### src/rtl/pipe_stage_regs_pkg.sv
// Shared definitions for the front-end pipeline registers: bubble
// instruction, control/register bundle layouts and ResultSrc encodings.
package pipe_stage_regs_pkg;

   // addi x0, x0, 0 : canonical bubble instruction in decode
   localparam logic [31:0] NOP_INSTR = 32'h0000_0013;

   // Control bundle {RegWrite,ResultSrc[1:0],MemWrite,Jump,Branch,ALUControl[2:0],ALUSrc}
   localparam int CTRL_W            = 10;
   localparam int CTRL_REGWRITE_BIT = 9;
   localparam int CTRL_RESSRC_LSB   = 7;
   localparam int CTRL_MEMWRITE_BIT = 6;
   localparam int CTRL_JUMP_BIT     = 5;
   localparam int CTRL_BRANCH_BIT   = 4;
   localparam int CTRL_ALUCTL_LSB   = 1;
   localparam int CTRL_ALUSRC_BIT   = 0;

   // Register-index bundle {Rs1,Rs2,Rd}
   localparam int REGS_W       = 15;
   localparam int REGS_RD_LSB  = 0;
   localparam int REGS_RS2_LSB = 5;
   localparam int REGS_RS1_LSB = 10;

   // Writeback result source selection
   typedef enum logic [1:0] {
      RS_ALU  = 2'b00,
      RS_LOAD = 2'b01,
      RS_PC4  = 2'b10
   } resultsrc_e;

endpackage

### src/rtl/pipe_reg.sv
// Generic pipeline register: async active-low reset to RST_VAL,
// synchronous clear to CLR_VAL taking priority over the load enable.
module pipe_reg #(
   parameter int           W       = 32,
   parameter logic [W-1:0] RST_VAL = '0,
   parameter logic [W-1:0] CLR_VAL = '0
) (
   input  logic         clk,
   input  logic         rst_n,
   input  logic         i_en,
   input  logic         i_clr,
   input  logic [W-1:0] i_d,
   output logic [W-1:0] o_q
);

   logic [W-1:0] r_q;

   // Clear beats enable so a flush always inserts a bubble, even while stalled
   always_ff @(posedge clk or negedge rst_n) begin
      if (!rst_n)
         r_q <= RST_VAL;
      else if (i_clr)
         r_q <= CLR_VAL;
      else if (i_en)
         r_q <= i_d;
   end

   assign o_q = r_q;

endmodule

### src/rtl/pipe_stage_regs.sv
// PC, IF/ID and ID/EX pipeline registers of the 5-stage RV32I core with
// hazard-control application, per-stage valid bits and stall/flush counters.
module pipe_stage_regs
   import pipe_stage_regs_pkg::*;
#(
   parameter int              XLEN     = 32,
   parameter logic [XLEN-1:0] RESET_PC = '0,
   parameter int              CNT_W    = 16
) (
   input  logic                clk,
   input  logic                rst_n,
   input  logic                StallF,
   input  logic                StallD,
   input  logic                FlushD,
   input  logic                FlushE,
   input  logic [XLEN-1:0]     PCNextF,
   input  logic [31:0]         InstrF,
   output logic [XLEN-1:0]     PCF,
   output logic [31:0]         InstrD,
   output logic [XLEN-1:0]     PCD,
   output logic                ValidD,
   input  logic [CTRL_W-1:0]   CtrlD,
   input  logic [3*XLEN-1:0]   OpsD,
   input  logic [REGS_W-1:0]   RegsD,
   output logic [CTRL_W-1:0]   CtrlE,
   output logic [3*XLEN-1:0]   OpsE,
   output logic [REGS_W-1:0]   RegsE,
   output logic [XLEN-1:0]     PCE,
   output logic                ValidE,
   output logic [CNT_W-1:0]    StallCnt,
   output logic [CNT_W-1:0]    FlushCnt
);

   localparam int IFID_W = 32 + XLEN + 1;
   localparam int IDEX_W = CTRL_W + 3*XLEN + REGS_W + XLEN + 1;

   // IF/ID bubble: NOP, PC 0, invalid. Also its reset value.
   localparam logic [IFID_W-1:0] IFID_BUBBLE = {NOP_INSTR, {XLEN{1'b0}}, 1'b0};

   logic [IFID_W-1:0] w_ifid_d, w_ifid_q;
   logic [IDEX_W-1:0] w_idex_d, w_idex_q;
   logic              w_stall_evt;
   logic [CNT_W-1:0]  r_stall_cnt, r_flush_cnt;

   // Fetch PC: hold on StallF, never cleared
   pipe_reg #(.W(XLEN), .RST_VAL(RESET_PC), .CLR_VAL('0)) u_pc (
      .clk   (clk),
      .rst_n (rst_n),
      .i_en  (~StallF),
      .i_clr (1'b0),
      .i_d   (PCNextF),
      .o_q   (PCF)
   );

   assign w_ifid_d = {InstrF, PCF, 1'b1};

   // IF/ID: FlushD > StallD > load
   pipe_reg #(.W(IFID_W), .RST_VAL(IFID_BUBBLE), .CLR_VAL(IFID_BUBBLE)) u_ifid (
      .clk   (clk),
      .rst_n (rst_n),
      .i_en  (~StallD),
      .i_clr (FlushD),
      .i_d   (w_ifid_d),
      .o_q   (w_ifid_q)
   );

   assign {InstrD, PCD, ValidD} = w_ifid_q;

   // An all-zero ID/EX is a harmless bubble: no writes, no branches, RdE=0
   assign w_idex_d = {CtrlD, OpsD, RegsD, PCD, ValidD};

   pipe_reg #(.W(IDEX_W), .RST_VAL('0), .CLR_VAL('0)) u_idex (
      .clk   (clk),
      .rst_n (rst_n),
      .i_en  (1'b1),
      .i_clr (FlushE),
      .i_d   (w_idex_d),
      .o_q   (w_idex_q)
   );

   assign {CtrlE, OpsE, RegsE, PCE, ValidE} = w_idex_q;

   // A stall only counts when it actually holds IF/ID (a flush overrides it)
   assign w_stall_evt = StallD & ~FlushD;

   // Saturating performance counters for effective D-stalls and E-flushes
   always_ff @(posedge clk or negedge rst_n) begin
      if (!rst_n) begin
         r_stall_cnt <= '0;
         r_flush_cnt <= '0;
      end else begin
         if (w_stall_evt && (r_stall_cnt != {CNT_W{1'b1}}))
            r_stall_cnt <= r_stall_cnt + 1'b1;
         if (FlushE && (r_flush_cnt != {CNT_W{1'b1}}))
            r_flush_cnt <= r_flush_cnt + 1'b1;
      end
   end

   assign StallCnt = r_stall_cnt;
   assign FlushCnt = r_flush_cnt;

endmodule

### config.mk
export PLATFORM = sky130hd
export DESIGN_NAME = pipe_stage_regs
export DESIGN_NICKNAME = d
export VERILOG_FILES = /design/src/rtl/pipe_stage_regs_pkg.sv /design/src/rtl/pipe_reg.sv /design/src/rtl/pipe_stage_regs.sv
export SDC_FILE = /design/constraint.sdc
export NUM_CORES = 1
export LEC_CHECK = 0
export BUFFER_PORTS_ARGS = -buffer_cell sky130_fd_sc_hd__buf_2
export CAP_MARGIN = 30
export CORE_AREA = 2 2 184 186
export CTS_CLUSTER_SIZE = 8
export DETAILED_ROUTE_END_ITERATION = 10
export DIE_AREA = 0 0 186 188
export SYNTH_ARGS = -nofsm -noshare
export SYNTH_HDL_FRONTEND = slang
export SYNTH_SLANG_ARGS = --single-unit
export TNS_END_PERCENT = 50
### constraint.sdc
create_clock -name clk -period 1.5 [get_ports clk]
set_input_delay 0.075 -clock clk [delete_from_list [all_inputs] [get_ports clk]]
set_output_delay 0.075 -clock clk [all_outputs]
set_load 0.05 [all_outputs]
==> metrics.yaml <==
status: "complete, but fails checks"
failed_checks: "negative setup slack"
dpl.cell_count: 1667
synth_cell_types: 34
synth_largest_type_area_fraction: 0.686
drive_above_1_share: 0.445
core_um2: 33100
tritoncts: "yes"
die_area_um2: 35000
num_rows: 67
fmax_mhz: 666
hold_viol: 0
r2r-end: "FlushCnt[1]$_DFFE_PN0P_"
die_w_um: 186
clkTransAtPathRegs_ns: 0.05
fin_skew_ns: 0.0247
grt_max_degree: 109
synth.avg_cell_area_um2: 13.8
clock_sinks: 283
hold_path_end: "u_idex.o_q[43]$_DFF_PN0_"
yosysTopAreaCell: "dfrtp_1"
yosys_warnings: 0
grt_pass1_wl_um: 49100
crit_arrival_ns: 1.91
drt-vias-per-instance: 4.33
synthTopCellsByArea: "dfrtp_1 (69%), nor2b_1 (9.6%), mux2i_1 (6.0%)"
reg2reg_setup_slack_ns: -0.002
clock_latency_ns: 0.53
syn_inst: 742
worstPathCellList: "nand4_1 -> o41ai_4 -> buf_6 -> mux2_4"
antenna_cells: 0
final_nets: 1651
end_kind: "register"
power.density_nw_per_um2: 1320
ant_nets: 0
hold_class: "in2reg"
stdcell_count: 1921
r2r_cells: 4
crit_required_ns: 1.91
syn2layout_area_growth_pct: 63.2
fin_crit_sh: 1.00
routabilityCongestion: 0.806
vdd_drop_max_mv: 0.915
h-tree-depth: 2
holdWs_ns: 0.0431
r2r_start: "FlushCnt[15]$_DFFE_PN0P_"
setup_ws_ns: -0.00181
synth-seq-cells: 283
syn_nets: 935
drc: 0
antenna_found_initial: 1
nFillCells: 2884
critPathMaxStageDelay_ns: 0.37
cts_buffers: 41
cp_max_fo: 8
start_util: 0.308
holdPathStages: 3
slowest_stage: "o41ai_4"
ys_seq_area_frac: 0.694
maxSlewViolCount: 0
rsz0062_at_grt: "true"
ioPinCount: 474
cts_root_buf: "clkbuf_16"
place.port_buffers: 473
gr-total-overflow: 0
vias: 8312
dpl.hpwl_um: 21400
grt_pass1_vias: 8780
grtUsageTotal: 0.182
finalCriticalPeriod_ns: 1.50
cts_max_path_buffers: 3
criticalPathCategory: "reg2reg"
holdCritStartpoint: "FlushE"
dr.pass1.iters: 4
critPathLaunchType: "register"
tightest_slew_ns: 0.618
drt_wl_total_um: 32700
leakage_nw: 8.63
drv_cap: 0
post-route-util: 0.503
max_slew_margin: 0.588
pre_cts_ws_ns: -0.0305
final-setup-viol-count: 1
wl_per_cell_um: 17.0
syn-cell-area_um2: 10200
drt_iter0_drc: 256
die_h_um: 188
-- worst max-delay path, delay by kind of cell (launching register included) --
family,cells,cell delay (ns)
AO/OA/AOI/OAI,1,0.37
buffers and inverters,1,0.18
flip-flops,1,0.35
multiplexers,1,0.30
AND/OR/NAND/NOR,1,0.18
-- logic make-up (layout without fill, tap and decap cells) --
group	count (synthesis)	after routing	synth area share
AND/OR/NAND/NOR	289	289	0.160
flip-flops	283	283	0.694
multiplexers	95	95	0.0976
buffers and inverters	37	768	0.0145
XOR/XNOR	29	29	0.0249
AO/OA/AOI/OAI	7	7	0.00686
adder cells (fa/ha/maj)	2	2	0.00245
-- through the flow --
step / cell area [µm²] / setup TNS [ns] / total power (W)
after global placement: 13500 / -0.0170 / 0.0134
after global routing: 16700 / -0.563 / 0.0230
after CTS: 16600 / -0.144 / 0.0223
final: 16700 / -0.00181 / 0.0221
after floorplan: 10300 / -2.60 / 0.0118
after detailed placement: 13500 / -0.0934 / 0.0134
-- final cells by class --
type,count,area (µm²),area share
Sequential cell,283,7130,0.428
Multi-Input combinational cell,422,3110,0.187
Timing Repair Buffer,709,4730,0.284
Clock inverter,2,13.8,0.000826
Tap cell,448,561,0.0336
Inverter,1,3.75,0.000225
Clock buffer,56,1120,0.0675
-- placed cells by master (no fill, tap or decap), drive strengths merged, types with 5 or more instances in the layout --
cell type,synthesis,layout
buf,10,520
dfrtp,280,280
xor2,12,12
nand3,11,11
and3,5,5
nor2,69,69
nand2,12,12
nand4,15,15
nor3,8,8
mux2,34,34
xnor2,17,17
mux2i,61,61
dlygate4sd3,0,189
clkbuf,26,56
nor2b,156,156
-- cell usage after synthesis (all sizes together) --
| cell type | number |
|---|---|
| dfstp | 3 |
| nand2 | 12 |
| a31oi | 1 |
| and2 | 2 |
| xnor2 | 17 |
| nand2b | 1 |
| nor3 | 8 |
| nand3 | 11 |
| mux2 | 34 |
| xor2 | 12 |
| nand3b | 1 |
| mux2i | 61 |
| clkbuf | 26 |
| nor4b | 1 |
| dfrtp | 280 |
| or3 | 1 |
| a211o | 3 |
| nor2 | 69 |
| and3 | 5 |
| and4 | 3 |
| nor3b | 1 |
| ha | 2 |
| a21oi | 2 |
| nand4 | 15 |
| o41ai | 1 |
| inv | 1 |
| nor2b | 156 |
| nor4 | 3 |
| buf | 10 |
-- state kept, by name (all words and copies together) (netlist names) --
name / flops
FlushCnt: 16
StallCnt: 16
u_idex.o_q: 154
u_ifid.o_q: 65
u_pc.o_q: 32
-- layer usage --
metal  track usage  wire, µm  vias up  part of all wire
met5             0         0        -                 0
met4        0.0694       915        0             0.028
met3        0.0509      2480       63             0.076
met2         0.317     16400      350              0.50
met1         0.211     12900     4048              0.39
li1              -         -     3851                 -
-- power breakdown --
| group | switching, W | total, W | internal [W] |
|---|---|---|---|
| Sequential | 0.000444 | 0.00872 | 0.00827 |
| Clock | 0.00319 | 0.00832 | 0.00513 |
| Combinational | 0.00341 | 0.00503 | 0.00162 |
| Total | 0.00704 | 0.0221 | 0.0150 |
-- how the worst max path moves through the flow --
stage / cells past startpoint / slack (ns) / from / end
after floorplan: 4 / -0.29 / FlushCnt[0]$_DFFE_PN0P_ / FlushCnt[1]$_DFFE_PN0P_
after global routing: 4 / -0.09 / FlushCnt[15]$_DFFE_PN0P_ / FlushCnt[1]$_DFFE_PN0P_
after CTS: 6 / -0.04 / StallCnt[1]$_DFFE_PN0P_ / StallCnt[5]$_DFFE_PN0P_
after detailed placement: 5 / -0.03 / StallCnt[1]$_DFFE_PN0P_ / StallCnt[1]$_DFFE_PN0P_
after global placement: 5 / -0.01 / StallCnt[1]$_DFFE_PN0P_ / StallCnt[1]$_DFFE_PN0P_
final: 4 / -0.002 / FlushCnt[15]$_DFFE_PN0P_ / FlushCnt[1]$_DFFE_PN0P_
-- timing repair --
action / CTS / global route
hold endpoints to repair: 478 / 0
gates cloned: 0 / 0
setup buffers: 0 / 7
pin swaps: 2 / 13
endpoints found under the setup margin: 8 / 26
resized for setup: 3 / 13
hold buffers: 189 / 0
No activity file was read; power rests on OpenSTA's default activity.
